[src/rtl/wide_add_seq.sv]
// rtl/wide_add_seq.sv - sequential multi-word adder driving a 16-bit Kogge-Stone slice adder
//
// ppa: 16-bit Kogge-Stone parallel-prefix adder, no carry-in.
//   A, B  : 16-bit operands
//   S     : 16-bit sum
//   CO    : carry-out
//
// wide_add_seq: computes {CO, S} = A + B + CI over W = 16*WORDS bits,
// one 16-bit slice per cycle, least-significant slice first.
//   CLK, RST            : clock (rising edge), asynchronous active-high reset
//   IN_VALID / IN_READY : operand handshake (A, B, CI)
//   OUT_VALID/OUT_READY : result handshake (S, CO)
//   S, CO               : registered W-bit sum and top-slice carry-out

module ppa (
  input  logic [15:0] A,
  input  logic [15:0] B,
  output logic [15:0] S,
  output logic        CO
);

  logic [15:0] g_lvl [0:4];
  logic [15:0] p_lvl [0:4];

  always_comb begin
    g_lvl[0] = A & B;
    p_lvl[0] = A ^ B;
    for (int l = 1; l <= 4; l++) begin
      for (int i = 0; i < 16; i++) begin
        if (i >= (1 << (l - 1))) begin
          g_lvl[l][i] = g_lvl[l-1][i] | (p_lvl[l-1][i] & g_lvl[l-1][i - (1 << (l - 1))]);
          p_lvl[l][i] = p_lvl[l-1][i] & p_lvl[l-1][i - (1 << (l - 1))];
        end else begin
          g_lvl[l][i] = g_lvl[l-1][i];
          p_lvl[l][i] = p_lvl[l-1][i];
        end
      end
    end
    // After four levels g_lvl[4][i] is the carry out of bit i.
    S  = p_lvl[0] ^ {g_lvl[4][14:0], 1'b0};
    CO = g_lvl[4][15];
  end

endmodule

module wide_add_seq #(
  parameter int WORDS = 4
) (
  input  logic                CLK,
  input  logic                RST,
  input  logic                IN_VALID,
  output logic                IN_READY,
  input  logic [16*WORDS-1:0] A,
  input  logic [16*WORDS-1:0] B,
  input  logic                CI,
  output logic                OUT_VALID,
  input  logic                OUT_READY,
  output logic [16*WORDS-1:0] S,
  output logic                CO
);

  localparam int W  = 16 * WORDS;
  localparam int KW = (WORDS > 1) ? $clog2(WORDS) : 1;
  localparam logic [KW-1:0] K_LAST = KW'(WORDS - 1);

  typedef enum logic [1:0] {
    IDLE = 2'd0,
    RUN  = 2'd1,
    DONE = 2'd2
  } state_t;

  state_t        state_q, state_d;
  logic [W-1:0]  a_q, a_d;
  logic [W-1:0]  b_q, b_d;
  logic [W-1:0]  s_q, s_d;
  logic          c_q, c_d;
  logic          co_q, co_d;
  logic [KW-1:0] k_q, k_d;

  logic [15:0] slice_a, slice_b, ppa_s, slice_sum;
  logic        ppa_co, slice_c;

  assign slice_a = a_q[{k_q, 4'h0} +: 16];
  assign slice_b = b_q[{k_q, 4'h0} +: 16];

  ppa u_ppa (
    .A  (slice_a),
    .B  (slice_b),
    .S  (ppa_s),
    .CO (ppa_co)
  );

  // ppa has no carry-in; the slice carry is folded in by an incrementer.
  // A carry can only come out of the increment when ppa produced all ones.
  assign slice_sum = ppa_s + {15'd0, c_q};
  assign slice_c   = ppa_co | (c_q & (ppa_s == 16'hFFFF));

  always_comb begin
    state_d = state_q;
    a_d     = a_q;
    b_d     = b_q;
    s_d     = s_q;
    c_d     = c_q;
    co_d    = co_q;
    k_d     = k_q;
    case (state_q)
      IDLE: begin
        if (IN_VALID) begin
          a_d     = A;
          b_d     = B;
          c_d     = CI;
          k_d     = '0;
          s_d     = '0;
          co_d    = 1'b0;
          state_d = RUN;
        end
      end
      RUN: begin
        s_d[{k_q, 4'h0} +: 16] = slice_sum;
        c_d                    = slice_c;
        if (k_q == K_LAST) begin
          co_d    = slice_c;
          state_d = DONE;
        end else begin
          k_d = k_q + 1'b1;
        end
      end
      DONE: begin
        if (OUT_READY) begin
          state_d = IDLE;
        end
      end
      default: state_d = IDLE;
    endcase
  end

  always_ff @(posedge CLK or posedge RST) begin
    if (RST) begin
      state_q <= IDLE;
      a_q     <= '0;
      b_q     <= '0;
      s_q     <= '0;
      c_q     <= 1'b0;
      co_q    <= 1'b0;
      k_q     <= '0;
    end else begin
      state_q <= state_d;
      a_q     <= a_d;
      b_q     <= b_d;
      s_q     <= s_d;
      c_q     <= c_d;
      co_q    <= co_d;
      k_q     <= k_d;
    end
  end

  // RST gates IN_READY directly so nothing is accepted while reset is held.
  assign IN_READY  = (state_q == IDLE) && !RST;
  assign OUT_VALID = (state_q == DONE);
  assign S         = s_q;
  assign CO        = co_q;

endmodule

[config.mk]
export PLATFORM = sky130hd
export DESIGN_NAME = wide_add_seq
export DESIGN_NICKNAME = d
export VERILOG_FILES = /design/src/rtl/wide_add_seq.sv
export SDC_FILE = /design/constraint.sdc
export NUM_CORES = 1
export LEC_CHECK = 0
export ABC_AREA = 1
export CORE_MARGIN = 3
export CORE_UTILIZATION = 35
export DETAILED_ROUTE_END_ITERATION = 10
export GPL_TIMING_DRIVEN = 0
export PLACE_DENSITY = 0.63
export SLEW_MARGIN = 10
export SYNTH_ARGS = -nofsm -noshare
export SYNTH_HDL_FRONTEND = slang
export SYNTH_SLANG_ARGS = --single-unit
[constraint.sdc]
create_clock -name CLK -period 8.7 [get_ports CLK]
set_input_delay 2.61 -clock CLK [delete_from_list [all_inputs] [get_ports CLK]]
set_output_delay 2.61 -clock CLK [all_outputs]
set_load 0.02 [all_outputs]
==> metrics.md, run 1 <==
| Metric | Value |
|---|---|
| Area contributors post-synth | `dfrtp_1, nand2_1, o21ai_0` |
| DR vias | `9440` |
| # Max-Cap Violations | `0` |
| Syn_nets | `1466` |
| Worst Path Class, Setup | `input port to output pin` |
| Fin Hold WS | `478 ps` |
| Nets@finish | `1686` |
| Htree depth | `4` |
| Ys async rst share | `100%` |
| # DRC | `0` |
| Critical Path AT | `3940 ps` |
| Area leader, netlist | `dfrtp_1` |
| Hold-fix buffers at CTS | `0` |
| Clock sink count | `198` |
| Die width | `roughly 170 µm` |
| Die area | `0.0305 mm²` |
| Distinct cells, synth | `36` |
| Clk_lat worst skew | `450 ps` |
| CP dominant cell by count | `clkdlybuf4s50_1` |
| Req. time, crit path | `6090 ps` |
| Root buffer cell | `clkbuf_16` |
| Worst Tran Pin Value | `744 ps` |
| Max Clock Freq | `153 MHz` |
| Min-Delay Path Class | `flip-flop to flip-flop` |
| Syn Area/Cell | `7.61 µm²` |
| GRT Overall Usage | `21.3%` |
| Most common cell in the netlist | `nand2_1` |
| Mapped Area | `0.00997 mm²` |
| Remaining Overflow, GRT | `0` |
| Via/cell ratio | `4.91` |
| Clock Skew | `14.1 ps` |
| Sequential fraction of the synthesis area | `49.7%` |
| Postcts setup bufs | `0` |
| Pleak | `roughly 6.5 nW` |
| Post-layout util | `between 40 and 50%` |
| Min cycle time layout | `6550 ps` |
| Slowest CP cell | `clkdlybuf4s50_1` |
| Synth top cells by count | `nand2_1, dfrtp_1, nor2_1` |
| Cells after Synth | `between 1k and 1.5k` |
| Initial Utilization | `between 30% and 40%` |
| Placer Congestion | `approximately 0.88` |
| Vias in the first global route | `9475` |
| I/O pins | `200` |
| Footprint of the multi-input gates | `about 0.0045 mm²` |
| Drt initial violations | `835` |
| Crit end category | `output pin` |
| Number of synthesized flops with an enable pin | `0` |
| CTS tree | `yes` |
| Initial antenna violation count | `0` |
| Routed len/inst | `around 17 µm` |
| RSZ-0062 raised after global routing | `false` |
| Slew margin rel. | `50.0%` |
| R2R setup slack | `4460 ps` |
| HPWL Detailed | `25100 µm` |
| Final Slew Violations | `0` |
| First-pass GRT wire length | `approximately 51000 µm` |
| Largest net degree at the start of global routing | `75` |
| Final setup vio count | `0` |
| Area share of the largest cell type after synthesis | `just under 50%` |
| Port Buffer Count | `199` |
| Final Hold Fails | `0` |
| Tcrit/Tclk final | `about three quarters` |
| Clock Pin Slew Worst Setup and Hold Paths | `about 80 ps` |
| Core region area | `between 0.02 and 0.03 mm²` |
| FF+latch area | `about 0.005 mm²` |
| Drt first pass iters | `5` |
| Final antenna-violating net count | `0` |
| Row cnt | `between 60 and 70` |
| Peak supply drop | `between 0.0002 and 0.00025 V` |
| Prevailing post-synth register cell | `dfrtp_1` |
| Worst setup SP type | `input port` |
| Power Density | `slightly below 500 mW/mm²` |
| Detailed Route WL | `32300 µm` |
| Die height | `~170 µm` |
| Clk buf depth | `2` |
| Fillers | `2788` |
| Area Growth Syn to Fin | `31.7%` |
| Crit path cell chain | `clkdlybuf4s50_1, nor3_1, clkdlybuf4s50_1` |
| Share of cells above drive strength 1 | `5.51%` |
| Synthesized flop and latch total | `198` |
| Number of CTS-inserted buffers | `17` |
| CP max FO | `2` |
| Largest stage delay on the critical path | `630 ps` |
| Status | `finished clean` |
| Yosys warns | `0` |
| Cts repair resizes | `0` |
| ANT cells | `0` |
[critical path, delay by kind of cell]
family	cells	cell delay, ps
and+or+nand+nor	1	190
buffers and inverters	2	1140
[placed cells by master, fill, tap and decap left out, types with 14 or more instances in the layout]
master / netlist / final
inv_1: 64 / 63
nand3_1: 54 / 54
nand2_1: 592 / 592
dfrtp_1: 198 / 198
nand4_1: 14 / 14
ha_1: 22 / 22
clkdlybuf4s50_1: 0 / 199
o22ai_1: 32 / 32
clkbuf_16: 0 / 17
clkbuf_1: 48 / 48
nand2_2: 20 / 20
o21ai_0: 93 / 93
nor2_1: 98 / 98
[state kept, by name (all words and copies together) (netlist names)]
register	flops
S	64
a_q	64
b_q	64
k_q	2
state_q	2
CO	1
c_q	1
[power by group]
group | switching, mW | internal (mW) | total, mW
Combinational | 2.69 | 1.31 | 4.00
Sequential | 0.250 | 1.31 | 1.56
Clock | 0.408 | 0.453 | 0.861
Total | 3.35 | 3.07 | 6.42
[cell type report]
type	count	share of cell area (%)
plain buffers	57	1.64
clock buffers	18	3.35
clock inverters	14	1.45
inverters	66	1.94
multi-input cells	989	34.7
flip-flops and latches	198	37.8
well taps	378	3.60
repair buffers	201	15.6
[through the flow]
stage	setup WS [ps]	power, mW	instance area (µm²)	std cells	TNS (ps)
6_report	2150	6.42	13100	1921	0
5_1_grt	2120	7.00	13100	1921	0
4_1_cts	2140	6.42	13100	1921	0
3_5_place_dp	2150	5.54	12500	1889	0
3_3_place_gp	-1920	5.48	12400	1887	-376640
2_1_floorplan	693	4.28	9970	1310	0
[worst paths after layout]
path,start,endpoint,cells past startpoint
worst max-delay path,RST,IN_READY,3
worst min-delay path,a_q[21],a_q[21],2
worst max register to register,k_q[0],S[54],17
worst min register to register,a_q[21],a_q[21],2
max in group asynchronous,RST,b_q[19],3
min in group asynchronous,RST,b_q[30],2
[cell families (layout without fill, tap and decap cells)]
logic type,Yosys count,after routing,share of synthesized area (%)
AND/OR/NAND/NOR,809,809,33.6
flip-flops,198,198,49.7
AO/OA/AOI/OAI,151,151,8.51
buffers and inverters,123,356,4.64
adder cells (fa/ha/maj),23,23,2.96
XOR/XNOR,6,6,0.603
[metal layers]
layer	GRT usage (%)	vias up	routed length [µm]
li1	-	4618	-
met1	29.1	4462	14400
met2	34.9	323	15300
met3	3.54	37	1910
met4	6.82	0	684
met5	0	-	0
(Power assumes the default switching activity.)
==> run 2: changes to the inputs <==
- clock period: 8.7 -> 6.6 ns (I/O delays scaled with it)
==> metrics.md, run 2 (synthesized netlist as in run 1, its figures left out) <==
| Metric | Value |
|---|---|
| Row cnt | `61 (unchanged)` |
| Sw power | `4.43 mW (+32%)` |
| Slew margin rel. | `49.5% (-0.56 points)` |
| Die height | `175 µm (unchanged)` |
| Final antenna-violating net count | `0 (unchanged)` |
| Footprint of the multi-input gates | `0.00455 mm² (unchanged)` |
| Most frequent cells in the layout | `nand2_1, clkdlybuf4s50_1, dfrtp_1, nor2_1, o21ai_0` |
| Worst Tran Pin Value | `758 ps (+14.2 ps)` |
| Status | `finished clean` |
| Pleak | `6.49 nW (about the same)` |
| DP Worst Slack | `1380 ps (-765 ps)` |
| GRT Overall Usage | `21.1% (-0.22 points)` |
| # Max-Cap Violations | `0 (unchanged)` |
| Register-to-Register Path Depth | `19 (+2)` |
| DR vias | `9454 (+0.15%)` |
| Non-Filler Cell Area, Final | `0.0131 mm² (+0.15%)` |
| Port Buffer Count | `199 (unchanged)` |
| Commonest non-fill, non-tap cell in the layout | `nand2_1` |
| Htree depth | `4 (unchanged)` |
| Root buffer cell | `clkbuf_16` |
| Post-layout util | `47.1% (+0.072 points)` |
| Share of cells above drive strength 1 | `5.69% (+0.18 points)` |
| CP max FO | `2 (unchanged)` |
| Critical R2R Capture | `S[26]` |
| I/O pins | `200 (unchanged)` |
| Req. time, crit path | `4620 ps (-1470 ps)` |
| Largest stage delay on the critical path | `630 ps (about the same)` |
| Worst hold path depth | `2 (unchanged)` |
| Switching Fraction | `52.7% (+0.51 points)` |
| RSZ-0062 raised after global routing | `false` |
| Worst hold start | `b_q[42]` |
| Drt first pass iters | `5 (unchanged)` |
| Clock Skew | `12.4 ps (-1.66 ps)` |
| Final setup vio count | `0 (unchanged)` |
| Reg2reg start | `k_q[0]` |
| # DRC | `0 (unchanged)` |
| Peak supply drop | `0.000263 V (+17%)` |
| CP dominant cell by count | `clkdlybuf4s50_1` |
| Min-Delay Endpoint | `b_q[42]` |
| Overall power after layout | `8.41 mW (+31%)` |
| HPWL Detailed | `25300 µm (+1.1%)` |
| Clock network fraction of total power | `12.8% (-0.6 points)` |
| Placed cell area | `0.0125 mm² (+0.33%)` |
| Min cycle time layout | `5210 ps` |
| Min-Delay Path Class | `flip-flop to flip-flop` |
| Via/cell ratio | `4.91 (about the same)` |
| Vias in the first global route | `9268 (-2.2%)` |
| R2R setup slack | `2360 ps (-2100 ps)` |
| Die width | `175 µm (unchanged)` |
| FF+latch area | `0.00495 mm² (unchanged)` |
| ANT cells | `0 (unchanged)` |
| Detailed Route WL | `32200 µm (-0.23%)` |
| Hold-fix buffers at CTS | `0 (unchanged)` |
| Cts repair resizes | `0 (unchanged)` |
| Crit path cell chain | `clkdlybuf4s50_1, nor3_1, clkdlybuf4s50_1` |
| Combinational group share of total power | `62.9% (+0.6 points)` |
| Largest net degree at the start of global routing | `40 (-47%)` |
| Number of CTS-inserted buffers | `17 (unchanged)` |
| Clock Pin Slew Worst Setup and Hold Paths | `90 ps (about the same)` |
| Clk_lat worst skew | `440 ps (about the same)` |
| Postcts setup bufs | `0 (unchanged)` |
| Remaining Overflow, GRT | `0 (unchanged)` |
| Initial antenna violation count | `0 (unchanged)` |
| Final Hold Fails | `0 (unchanged)` |
| Fin worst setup slack | `1390 ps (-756 ps)` |
| Worst setup SP type | `input port` |
| Max Clock Freq | `192 MHz` |
| Final setup TNS | `0 ps (unchanged)` |
| Initial Utilization | `35.7% (unchanged)` |
| Area Growth Syn to Fin | `31.9%` |
| Final Slew Violations | `0 (unchanged)` |
| Flop pwr share | `24.3% (about the same)` |
| First-pass GRT wire length | `50900 µm (-0.33%)` |
| Int Pwr | `3.98 mW (+30%)` |
| Worst Path Class, Setup | `input port to output pin` |
| Die area | `0.0305 mm² (unchanged)` |
| CTS tree | `yes` |
| Placer Congestion | `0.900 (+2.6%)` |
| Routed len/inst | `16.7 µm (-0.38%)` |
| Nets@finish | `1689 (+0.18%)` |
| Drt initial violations | `711 (-15%)` |
| Critical Path AT | `3230 ps (-710 ps)` |
| Clk buf depth | `2 (unchanged)` |
| Fillers | `2823 (+1.3%)` |
| Crit end category | `output pin` |
| Power Density | `640 mW/mm² (+31%)` |
| Tcrit/Tclk final | `between 70% and 80%` |
| Clock sink count | `198 (unchanged)` |
| Slowest CP cell | `clkdlybuf4s50_1` |
| Core region area | `0.0279 mm² (unchanged)` |
run 2: cell count changes in the layout (fill, tap and decap cells not counted), sizes merged:
cell      before  now
clkinv         1    5
inv           77   73
buf           11   14
bufinv         2    0
clkinvlp       0    2
run 2: critical path: cells and delay by family:
family / cells / cell delay, ps
buffers and inverters: 2 / 1090
AND/OR/NAND/NOR: 1 / 160
run 2: area by class of cell:
cell class,count,share of cell area (%)
buffer,57,1.64
tap,378,3.60
clock buffer,18,3.34
sequential,198,37.7
timing repair buffer,204,15.9
multi-input combinational,989,34.6
clock inverter,14,1.29
inverter,66,1.91
run 2: metal layers:
| layer | vias to the layer above | wire length, µm | share of wire [%] | track usage (%) |
|---|---|---|---|---|
| met2 | 310 | 14900 | 46 | 33.9 |
| met3 | 40 | 1640 | 5.1 | 3.06 |
| met4 | 0 | 740 | 2.3 | 6.52 |
| met5 | - | 0 | 0 | 0 |
| li1 | 4620 | - | - | - |
| met1 | 4484 | 14900 | 46 | 29.7 |
run 2: stage by stage:
step	hold WS [ps]	cells
after floorplan	444	1310
after global placement	458	1887
after detailed placement	460	1892
after CTS	481	1924
after global routing	487	1924
final	480	1924
run 2: power by group through the flow:
| stage | logic (mW) | clock network [mW] | registers (mW) |
|---|---|---|---|
| after floorplan | 3.54 | 0 | 2.11 |
| after global placement | 5.15 | 0 | 2.06 |
| after detailed placement | 5.25 | 0 | 2.06 |
| after CTS | 5.28 | 1.09 | 2.04 |
| after global routing | 5.94 | 1.13 | 2.10 |
| final | 5.29 | 1.08 | 2.05 |
run 2: worst max-delay path by stage:
stage	from	end	slack [ps]	depth (start not counted)
2_1_floorplan	RST	CO	2060	1
3_3_place_gp	RST	a_q[53]	470	2
3_5_place_dp	RST	IN_READY	1380	3
4_1_cts	RST	IN_READY	1380	3
5_1_grt	RST	IN_READY	1350	3
6_report	RST	IN_READY	1390	3
==> variant 1: new RTL, settings of run 1 <==
The 3 states of `state_t` get a one-hot encoding in 3 bits.
--- a/src/rtl/wide_add_seq.sv
+++ b/src/rtl/wide_add_seq.sv
@@ -63,10 +63,10 @@
   localparam int KW = (WORDS > 1) ? $clog2(WORDS) : 1;
   localparam logic [KW-1:0] K_LAST = KW'(WORDS - 1);
 
-  typedef enum logic [1:0] {
-    IDLE = 2'd0,
-    RUN  = 2'd1,
-    DONE = 2'd2
+  typedef enum logic [2:0] {
+    IDLE = 3'b001,
+    RUN  = 3'b010,
+    DONE = 3'b100
   } state_t;
 
   state_t        state_q, state_d;
Formal check against the unedited RTL: same outputs for any inputs over 4 cycles, from zero or initial values and one cycle with RST high; so few cycles prove little.
==> variant 1 against run 1 <==
- via count is 0.79% higher
- power decreased by 5.7%
- routed wire length is 1.5% lower
- synthesized area up 1.2%
- final area grew 0.85%
- sequential cell count grew 1
- sequential share of layout area fell by 0.12 points
- count of clock-buffer cells in the layout down 1
- core utilization up 0.14 points
- worst setup slack gained 64 ps
- critical path type unchanged
- critical endpoint unchanged
- highest routed layer unchanged
==> variant 1: results (changes against run 1) <==
| Result | Reported | Change |
|---|---|---|
| Number of H-tree levels | 4 | unchanged |
| Seq/Total Area, Yosys | 0.494 | -0.00350 |
| Launch instance of the worst min-delay path | a_q[46]$_DFFE_PP0P_ |  |
| Count of routing violations after the opening detailed-route iteration | 787 | -5.7% |
| Worst slack after detailed placement | 2210 ps | +65.6 ps |
| Met3 track utilization from global routing | 0.0376 | +0.00219 |
| IR Drop Worst-Case VDD | 0.232 mV | +3.2% |
| Clock Tree Buf Depth | 2 | unchanged |
| Critical path arrival | 3880 ps | -60 ps |
| Worst Skew | 17.4 ps | +3.27 ps |
| DR vias/cell | 4.90 | -0.30% |
| Cell count after synthesis | 1,332 | +1.7% |
| Met2 layer usage reported by global route | 0.333 | -0.0152 |
| Number of global-route vias before repair | 9,201 | -2.9% |
| Drt total wl | 31.8 mm | -1.5% |
| Via Count | 9,515 | +0.79% |
| Half-perimeter wire length of the detailed placement result | 25.0 mm | -0.41% |
| Slew at the pin closest to its max-slew limit | 764 ps | +20.5 ps |
| Routability cong. | 0.881 | +0.40% |
| Global routing usage on met1 | 0.284 | -0.00708 |
| Fillcell total | 2,867 | +2.8% |
| Status | finished clean |  |
| Largest cells by area after synthesis | sky130_fd_sc_hd__dfrtp_1, sky130_fd_sc_hd__nand2_1, sky130_fd_sc_hd__o21ai_0 |  |
| Maximum number of pins on one net before global-route repair | 116 | +55% |
| Unique masters post-synth | 37 | +2.8% |
| First-pass GRT wire length | 49.7 mm | -2.6% |
| Global-route total usage across every layer | 0.205 | -0.00858 |
| Post-synthesis net count | 1,490 | +1.6% |
| Number of nets in the final layout | 1,709 | +1.4% |
| Top cells by count, synth | sky130_fd_sc_hd__nand2_1, sky130_fd_sc_hd__dfrtp_1, sky130_fd_sc_hd__nor2_1 |  |
| Share of final-layout standard cells stronger than drive strength 1 | 0.0582 | +0.00310 |
| Main synth FF type | sky130_fd_sc_hd__dfrtp_1 |  |
| Post-detailed-placement cell area | 12,600 um^2 | +0.77% |
| Leakage power figure | 6.58 nW | +1.5% |
-- variant 1: routing by layer --
metal	vias to the layer above	routed length, um
met2	360	14800
met1	4452	14200
met5	-	0
li1	4667	-
met4	0	598
met3	36	2260
-- variant 1: worst paths after layout --
kind | endpoint | slack, ps | cells past startpoint
setup / recovery | IN_READY | 2210 | 3
hold / removal | a_q[46]$_DFFE_PP0P_ | 470 | 2
setup reg to reg | CO$_DFFE_PP0P_ | 4600 | 19
hold reg to reg | a_q[46]$_DFFE_PP0P_ | 470 | 2
max in group asynchronous | S[9]$_DFFE_PP0P_ | 5080 | 3
min in group asynchronous | a_q[2]$_DFFE_PP0P_ | 2670 | 2
-- variant 1: power breakdown --
group	switching (mW)	leakage, nW	total [mW]	internal [mW]
logic	2.56	3.71	3.74	1.18
clock network	0.427	0.307	0.853	0.427
registers	0.203	2.57	1.45	1.25
total	3.19	6.58	6.05	2.86
-- variant 1: logic make-up after synthesis --
kind of cell,synth area share
buffers and inverters,0.0491
AO/OA/AOI/OAI,0.0872
XOR/XNOR,0.00756
AND/OR/NAND/NOR,0.331
flip-flops,0.494
adder cells (fa/ha/maj),0.0317
-- variant 1: cell type report --
class	count	area, um^2	area share
inverters	72	278	0.0210
well taps	378	473	0.0357
flip-flops and latches	199	4980	0.376
plain buffers	58	225	0.0170
clock inverters	15	219	0.0165
repair buffers	200	2020	0.153
multi-input cells	1003	4610	0.349
clock buffers	17	425	0.0321
-- variant 1: metrics by stage --
step                      setup TNS, ps  power [mW]  hold slack [ps]
after floorplan                       0        4.09              437
after global routing                  0        6.60              489
after CTS                             0        6.05              472
after detailed placement              0        5.18              453
final                                 0        6.05              469
after global placement          -388340        5.11              449
-- variant 1: worst max-delay path, stage by stage --
cell and delay (ps):
sky130_fd_sc_hd__clkdlybuf4s50_1 510, sky130_fd_sc_hd__nor2_1 150, sky130_fd_sc_hd__clkdlybuf4s50_1 610
==> variant 2: new RTL, settings of run 1 <==
Without the edit above. Change the parameter `WORDS` from 4 to 2.
--- a/src/rtl/wide_add_seq.sv
+++ b/src/rtl/wide_add_seq.sv
@@ -44,7 +44,7 @@
 endmodule
 
 module wide_add_seq #(
-  parameter int WORDS = 4
+  parameter int WORDS = 2
 ) (
   input  logic                CLK,
   input  logic                RST,
Interface: changed (resized A, B and S); port bits go from 200 to 104. No check against the original RTL was run, so the function may have changed too.
==> variant 2 against run 1 <==
- power shrank 52%
- synthesized area is 45% lower
- maximum frequency increased by 1.5%
- worst setup slack gained 97 ps
- final area down 46%
- sequential cell count fell by 97
- largest cell class is now multi-input combinational cells
- highest routed layer unchanged
- routed wire length decreased by 56%
- sequential share of layout area is 2.2 points lower
==> variant 2: results (changes against run 1) <==
| Result | Reported | Change |
|---|---|---|
| Post-synthesis net count | 851 | -42% |
| Post-Synth Adder-Cell Area | 0.0447 | +0.0150 |
| Critical register-to-register path startpoint | k_q$_DFFE_PP0P_ |  |
| Number of nets in the final layout | 966 | -43% |
| Number of global-route vias before repair | 4,799 | -49% |
| Final Critical Period | 6450 ps | -96.7 ps |
| Later-pin clock latency in the skew report | 360 ps | -90 ps |
| Inserted Clock Buffers | 9 | -8 |
| Worst Skew | 7.70 ps | -6.41 ps |
| Post-synthesis share of cell area spent on xor and xnor gates | 0.0173 | +0.0113 |
| Leakage power figure | 3.65 nW | -44% |
| Placed Cells incl. Taps | 1,078 | -43% |
| Average wire per standard cell | 12.9 um | -23% |
| Largest cells by area after synthesis | sky130_fd_sc_hd__dfrtp_1, sky130_fd_sc_hd__nand2_1, sky130_fd_sc_hd__o21ai_0 |  |
| Share of final-layout standard cells stronger than drive strength 1 | 0.0431 | -0.0120 |
| Global-route total usage across every layer | 0.167 | -0.0461 |
| Critical path arrival | 3840 ps | -100 ps |
| Worst slew margin relative to its limit | 0.516 | +0.0156 |
| IR Drop Worst-Case VDD | 0.167 mV | -25% |
| Worst slack after detailed placement | 2240 ps | +88.5 ps |
| Maximum number of pins on one net before global-route repair | 61 | -19% |
| Seq/Total Area, Yosys | 0.460 | -0.0369 |
| First-pass GRT wire length | 23.2 mm | -55% |
| Via Count | 4,894 | -48% |
| Status | finished clean |  |
| Complex-gate fraction of the synthesized area | 0.0720 | -0.0131 |
| Top cells by count, synth | sky130_fd_sc_hd__nand2_1, sky130_fd_sc_hd__dfrtp_1, sky130_fd_sc_hd__inv_1 |  |
| Reg clk slew, reported paths | 60 ps | -20 ps |
| DR vias/cell | 4.48 | -8.8% |
| Worst stage delay on the critical path | 630 ps | about the same |
| Post-detailed-placement cell area | 6820 um^2 | -45% |
| Reg2Reg Depth | 15 | -2 |
| Final Hold Slack | 478 ps | +0.470 ps |
| Launch instance of the worst min-delay path | S[15]$_DFFE_PP0P_ |  |
| Unique masters post-synth | 27 | -25% |
| End of the worst register-to-register path | S[29]$_DFFE_PP0P_ |  |
| Number of H-tree levels | 3 | -1 |
| Number of input and output port buffers inserted | 103 | -48% |
| Routability cong. | 0.852 | -2.8% |
| Half-perimeter wire length of the detailed placement result | 11.0 mm | -56% |
| Count of routing violations after the opening detailed-route iteration | 291 | -65% |
| Hold-critical path endpoint | S[15]$_DFFE_PP0P_ |  |
| Cell count after synthesis | 763 | -42% |
## variant 2: metal layers
layer,routed length (um),share of wire,up-vias,track usage
li1,-,-,2591,-
met1,6940,0.49,2160,0.230
met2,6260,0.44,126,0.268
met3,673,0.048,17,0.0364
met4,201,0.014,0,0.0490
met5,0,0,-,0
## variant 2: report_power, final
part / internal (mW) / switching, mW / total (mW)
Combinational: 0.660 / 1.27 / 1.93
Clock: 0.228 / 0.175 / 0.403
Sequential: 0.670 / 0.0920 / 0.762
## variant 2: logic make-up after synthesis
kind of cell / count (synthesis)
AO/OA/AOI/OAI: 77
XOR/XNOR: 10
adder cells (fa/ha/maj): 19
buffers and inverters: 105
flip-flops: 101
AND/OR/NAND/NOR: 451
## variant 2: final cells by class
type / count / area (um^2)
clock buffers: 10 / 239
clock inverters: 4 / 48.8
plain buffers: 25 / 93.8
repair buffers: 104 / 1060
fillers: 1541 / 8150
well taps: 211 / 264
multi-input cells: 557 / 2570
flip-flops and latches: 101 / 2530
inverters: 80 / 303
